### src/rtl/mem_access_scheduler.sv
// Schedules MEM-stage data accesses against RAM1/RAM2/serial port: freezes the
// instruction port for RAM2 data accesses and stalls the pipeline meanwhile.
// Optional serial-port readiness wait enabled by `MEM_SCHED_UART_WAIT_EN.
module mem_access_scheduler #(
  parameter int unsigned FREEZE_CYCLES = 1,
  parameter int unsigned UART_TIMEOUT  = 1023
) (
  input  logic        CLK,
  input  logic        RST,
  input  logic [1:0]  memRead,
  input  logic [1:0]  memWrite,
  input  logic [15:0] memAddress,
  input  logic        tbre,
  input  logic        tsre,
  input  logic        data_ready,
  output logic        freeze,
  output logic        stall,
  output logic        illegalAccess,
  output logic        uartTimeout
);

  localparam int unsigned CNT_W = 16;
  localparam logic [15:0] PORT_DATA_ADDR = 16'hBF00;

  typedef enum logic [1:0] {
    IDLE      = 2'd0,
    FREEZE    = 2'd1,
    RELEASE   = 2'd2,
    UART_WAIT = 2'd3
  } state_e;

  state_e           state_q, state_d;
  logic [CNT_W-1:0] cnt_q, cnt_d;
  logic             illegal_q, illegal_d;
  logic             rd_c, wr_c, both_c, conflict_c, wait_c;
  logic             stall_c, uart_set_c;

  // Access and region decode
  assign rd_c       = ((memRead == 2'b01) || (memRead == 2'b10)) && (memWrite == 2'b00);
  assign wr_c       = ((memWrite == 2'b01) || (memWrite == 2'b10)) && (memRead == 2'b00);
  assign both_c     = (memRead != 2'b00) && (memWrite != 2'b00);
  assign conflict_c = (rd_c || wr_c) && !memAddress[15];

`ifdef MEM_SCHED_UART_WAIT_EN
  assign wait_c = (memAddress == PORT_DATA_ADDR) &&
                  ((wr_c && !(tbre && tsre)) || (rd_c && !data_ready));
`else
  assign wait_c = 1'b0;
`endif

  // Next-state, counter and stall decode
  always_comb begin
    state_d    = state_q;
    cnt_d      = cnt_q;
    illegal_d  = illegal_q || both_c;
    stall_c    = 1'b0;
    uart_set_c = 1'b0;
    case (state_q)
      IDLE: begin
        if (conflict_c) begin
          stall_c = 1'b1;
          state_d = FREEZE;
          cnt_d   = CNT_W'(FREEZE_CYCLES - 1);
        end else if (wait_c) begin
          stall_c = 1'b1;
          state_d = UART_WAIT;
          cnt_d   = '0;
        end
      end
      FREEZE: begin
        stall_c = 1'b1;
        if (cnt_q == '0) begin
          state_d = RELEASE;
        end else begin
          cnt_d = cnt_q - CNT_W'(1);
        end
      end
      RELEASE: begin
        state_d = IDLE;
      end
      UART_WAIT: begin
        if (!wait_c) begin
          state_d = IDLE;
        end else if (cnt_q == CNT_W'(UART_TIMEOUT)) begin
          uart_set_c = 1'b1;
          state_d    = IDLE;
        end else begin
          stall_c = 1'b1;
          cnt_d   = cnt_q + CNT_W'(1);
        end
      end
      default: begin
        state_d = IDLE;
      end
    endcase
  end

  always_ff @(posedge CLK or posedge RST) begin
    if (RST) begin
      state_q   <= IDLE;
      cnt_q     <= '0;
      illegal_q <= 1'b0;
    end else begin
      state_q   <= state_d;
      cnt_q     <= cnt_d;
      illegal_q <= illegal_d;
    end
  end

`ifdef MEM_SCHED_UART_WAIT_EN
  logic uart_to_q, uart_to_d;

  assign uart_to_d = uart_to_q || uart_set_c;

  always_ff @(posedge CLK or posedge RST) begin
    if (RST) begin
      uart_to_q <= 1'b0;
    end else begin
      uart_to_q <= uart_to_d;
    end
  end

  assign uartTimeout = uart_to_q;
`else
  logic unused_c;
  assign unused_c    = ^{tbre, tsre, data_ready, memAddress[14:0], uart_set_c, PORT_DATA_ADDR};
  assign uartTimeout = 1'b0;
`endif

  // Reset gates stall so a held request cannot keep the pipeline frozen
  assign stall         = stall_c && !RST;
  assign freeze        = (state_q == FREEZE);
  assign illegalAccess = illegal_q;

endmodule

### config.mk
export PLATFORM = sky130hd
export DESIGN_NAME = mem_access_scheduler
export DESIGN_NICKNAME = d
export VERILOG_FILES = /design/src/rtl/mem_access_scheduler.sv
export SDC_FILE = /design/constraint.sdc
export NUM_CORES = 1
export LEC_CHECK = 0
export CAP_MARGIN = 15
export CORE_ASPECT_RATIO = 2
export CORE_MARGIN = 2
export CORE_UTILIZATION = 35
export DETAILED_ROUTE_END_ITERATION = 12
export GPL_TIMING_DRIVEN = 0
export MAX_ROUTING_LAYER = met4
export PLACE_DENSITY = 0.65
export SLEW_MARGIN = 20
export SYNTH_ARGS = -nofsm -noshare
export SYNTH_HDL_FRONTEND = slang
export SYNTH_SLANG_ARGS = --single-unit
### constraint.sdc
create_clock -name CLK -period 2.06 [get_ports CLK]
set_clock_uncertainty 0.05 [all_clocks]
set_input_delay 0.412 -clock CLK [delete_from_list [all_inputs] [get_ports CLK]]
set_output_delay 0.412 -clock CLK [all_outputs]
set_load 0.05 [all_outputs]
==> metrics.txt <==
# TYPE chip_impl_metric gauge
chip_impl_info{name="violations_in_the_final_reports",value="setup timing"} 1
chip_impl_metric{name="number_of_enable_flip_flop_cells_after_synthesis",unit=""} 0
chip_impl_metric{name="synthesis.instances",unit=""} 114
chip_impl_metric{name="seq_power_share",unit="%"} 56.0
chip_impl_metric{name="clock.fmax",unit="MHz"} 478
chip_impl_metric{name="via_count",unit=""} 941
chip_impl_metric{name="h-tree-depth",unit=""} 1
chip_impl_info{name="tritoncts_clock_tree",value="yes"} 1
chip_impl_metric{name="seq_total_area_yosys",unit="%"} 43.4
chip_impl_metric{name="rows",unit=""} 28
chip_impl_info{name="clock_tree.root_cell",value="clkbuf_8"} 1
chip_impl_info{name="commonest_non_fill_non_tap_cell_in_the_layout",value="dfrtp_1"} 1
chip_impl_metric{name="area_growth",unit="%"} 27.0
chip_impl_info{name="most-common-layout-cells",value="dfrtp_1 (17), nand2_1 (15), mux2i_1 (8)"} 1
chip_impl_metric{name="synth_cell_types",unit=""} 37
chip_impl_info{name="yosys-top-cells-area",value="dfrtp_1 (43%), mux2i_1 (7.3%), nand2_1 (5.1%)"} 1
chip_impl_metric{name="finalCoreUtilization",unit="%"} 46.7
chip_impl_metric{name="route.detailed.drc",unit=""} 0
chip_impl_metric{name="dieArea",unit="µm²"} 3620
chip_impl_metric{name="final_max_tran_viols",unit=""} 0
chip_impl_info{name="crit_path_start_kind",value="flip-flop"} 1
chip_impl_metric{name="netSwitchingPower",unit="mW"} 0.262
chip_impl_metric{name="holdWs",unit="ps"} 433
chip_impl_metric{name="grt_first_pass_wirelength",unit="µm"} 4550
chip_impl_metric{name="clock_power_share",unit="%"} 30.3
chip_impl_metric{name="synth.net_count",unit=""} 142
chip_impl_metric{name="final_count_of_negative_setup_slack_endpoints",unit=""} 4
chip_impl_metric{name="pwr-share-comb",unit="%"} 13.6
chip_impl_metric{name="pin_count",unit=""} 29
chip_impl_metric{name="gp_congestion",unit=""} 0.850
chip_impl_metric{name="period_share",unit="%"} 102
chip_impl_metric{name="antenna_violating_nets_post_route",unit=""} 0
chip_impl_info{name="largest_area_contributor_in_the_netlist",value="dfrtp_1"} 1
chip_impl_metric{name="postRouteWirelength",unit="µm"} 2570
chip_impl_metric{name="placeableCoreArea",unit="µm²"} 2980
chip_impl_metric{name="die-height",unit="µm"} 83.1
chip_impl_metric{name="drt-wirelength-per-cell",unit="µm"} 15.9
chip_impl_metric{name="area_of_all_placed_cells_without_fillers",unit="µm²"} 1390
chip_impl_metric{name="vdd_ir_max",unit="µV"} 455
chip_impl_metric{name="cts-buffers-inserted",unit=""} 3
chip_impl_metric{name="fin_nets",unit=""} 161
chip_impl_metric{name="grt_pass1_vias",unit=""} 1040
chip_impl_metric{name="gr_ovfl_total",unit=""} 0
chip_impl_metric{name="postPlaceCellArea",unit="µm²"} 1250
chip_impl_info{name="grt_setup_unrepaired",value="yes"} 1
chip_impl_metric{name="totalPowerFinal",unit="mW"} 0.881
chip_impl_info{name="end_kind",value="flip-flop"} 1
chip_impl_metric{name="filler_instances",unit=""} 274
chip_impl_metric{name="relSlewSlack",unit="%"} 50.8
chip_impl_info{name="min_path_type",value="flip-flop to flip-flop"} 1
chip_impl_metric{name="detail_route.first_pass.iterations",unit=""} 4
chip_impl_metric{name="die-width",unit="µm"} 43.5
chip_impl_metric{name="critPathMaxFanout",unit=""} 6
chip_impl_metric{name="ctsLongestPathBuffers",unit=""} 2
chip_impl_metric{name="power.share.switching",unit="%"} 29.8
chip_impl_metric{name="postSynthRegisterBits",unit=""} 19
chip_impl_metric{name="detailed_route_vias_per_instance",unit=""} 5.81
chip_impl_metric{name="detailedPlacementHpwl",unit="µm"} 1980
chip_impl_metric{name="final_layout_size_suffix_gt1_share",unit="%"} 27.3
chip_impl_metric{name="cellLeakagePower",unit="nW"} 0.579
chip_impl_metric{name="drt_iter0_drc",unit=""} 23
chip_impl_metric{name="worst_pin_slew",unit="ps"} 738
chip_impl_info{name="synth_top_flop_cell",value="dfrtp_1"} 1
chip_impl_metric{name="port_buf_inserts",unit=""} 9
chip_impl_info{name="worst-setup-path-type",value="flip-flop to flip-flop"} 1
chip_impl_metric{name="power.internal",unit="mW"} 0.619
chip_impl_metric{name="global_route.usage.total",unit="%"} 17.1
chip_impl_metric{name="syn_area_per_cell",unit="µm²"} 9.60
chip_impl_metric{name="hold_viol_final",unit=""} 0
chip_impl_metric{name="effective_utilization_at_floorplan",unit="%"} 36.8
chip_impl_metric{name="maxCapViolations",unit=""} 0
chip_impl_metric{name="min_period",unit="ps"} 2090
chip_impl_metric{name="path_clk_slew",unit="ps"} 70
chip_impl_metric{name="place_ws",unit="ps"} -1050
chip_impl_info{name="status",value="finished with violations"} 1
chip_impl_metric{name="synthArstFlopShare",unit="%"} 100
chip_impl_metric{name="synthesis.yosys.warnings",unit=""} 0
chip_impl_metric{name="netlist_area_pre_place",unit="µm²"} 1090
chip_impl_metric{name="antennaDiodeCount",unit=""} 0
chip_impl_metric{name="cellPowerDensity",unit="nW/µm²"} 634
chip_impl_metric{name="initial_antenna_violation_count",unit=""} 0
chip_impl_metric{name="crit_required",unit="ps"} 2210
chip_impl_metric{name="maximum_number_of_pins_on_one_net_before_global_route_repair",unit=""} 20
chip_impl_metric{name="tritoncts_num_sinks",unit=""} 19
chip_impl_metric{name="synth_top_area_share",unit="%"} 43.4
chip_impl_metric{name="arrival",unit="ps"} 2240
chip_impl_metric{name="clock_latency",unit="ps"} 260
chip_impl_metric{name="layout_setup_ws",unit="ps"} -33.1
## cells in the mapped netlist (2+ instances only)
cell type and count:
o31ai_1 3, dfrtp_1 19, nor2_1 7, nand4b_1 2, nor2b_1 2, ha_1 3
nand3b_1 2, mux2i_1 8, nand4_1 2, inv_1 8, nand2_1 15, clkbuf_1 2
nor3_1 3, or4b_1 4, nor4_1 3, nand3_1 3, or3_1 3, a21oi_1 6
## worst paths after layout
check | endpoint | start | slack [ps] | depth (start not counted)
max reg2reg | cnt_q[15] | cnt_q[0] | -30 | 5
min | illegalAccess | illegalAccess | 430 | 1
min in group asynchronous | illegalAccess | RST | 610 | 2
max in group asynchronous | state_q[0] | RST | 840 | 2
min reg2reg | illegalAccess | illegalAccess | 430 | 1
max | cnt_q[15] | cnt_q[0] | -30 | 5
## power by group through the flow
stage	Sequential (mW)	Clock, mW	Combinational [mW]
after floorplan	0.485	0	0.0877
after global placement	0.495	0	0.109
after detailed placement	0.501	0	0.118
after CTS	0.494	0.274	0.116
after global routing	0.505	0.286	0.141
final	0.494	0.267	0.120
## sequential cells by signal, indices dropped and copies added, names as in the netlist
register / cells
cnt_q: 16
illegalAccess: 1
state_q: 2
## cell type report
type | instances | area, µm² | share of cell area (%)
multi-input combinational | 83 | 654 | 47.1
sequential | 19 | 478 | 34.4
timing repair buffer | 14 | 109 | 7.83
clock buffer | 4 | 45.0 | 3.24
tap | 30 | 37.5 | 2.70
buffer | 4 | 36.3 | 2.61
inverter | 8 | 30.0 | 2.16
## cells by family after synthesis
kind of cell,share of synthesized area (%)
flip-flops,43.4
multiplexers,7.31
buffers and inverters,4.57
other,0.343
AND/OR/NAND/NOR,29.4
adder cells (fa/ha/maj),3.43
AO/OA/AOI/OAI,11.5
## critical path: stages (launching register included)
cell	delay [ps]
dfrtp_1	400
or4b_4	550
nand4bb_1	230
buf_6	170
or4b_4	500
a21oi_1	130
## metrics by stage
step,TNS [ps],instances
finish,-76.1,162
global route,-264,162
CTS,-105,162
detailed placement,-3500,153
global placement,-2790,153
floorplan,0,114
## per-layer routing
metal  track usage [%]  part of all wire, %  vias to the layer above
met3              2.83                  2.3                        7
met5                 -                    0                        -
met4              11.6                  3.5                        0
met2              29.4                   59                       21
li1                  -                    -                      454
met1              16.1                   36                      459
## what timing repair did
action | in CTS | in global routing
buffers inserted | 5 | 0
hold buffers | 0 | 0
resized for setup | 23 | 17
pin swaps | 7 | 5
endpoints found under the setup margin | 10 | 6
Power figures use the tool's default switching activity.
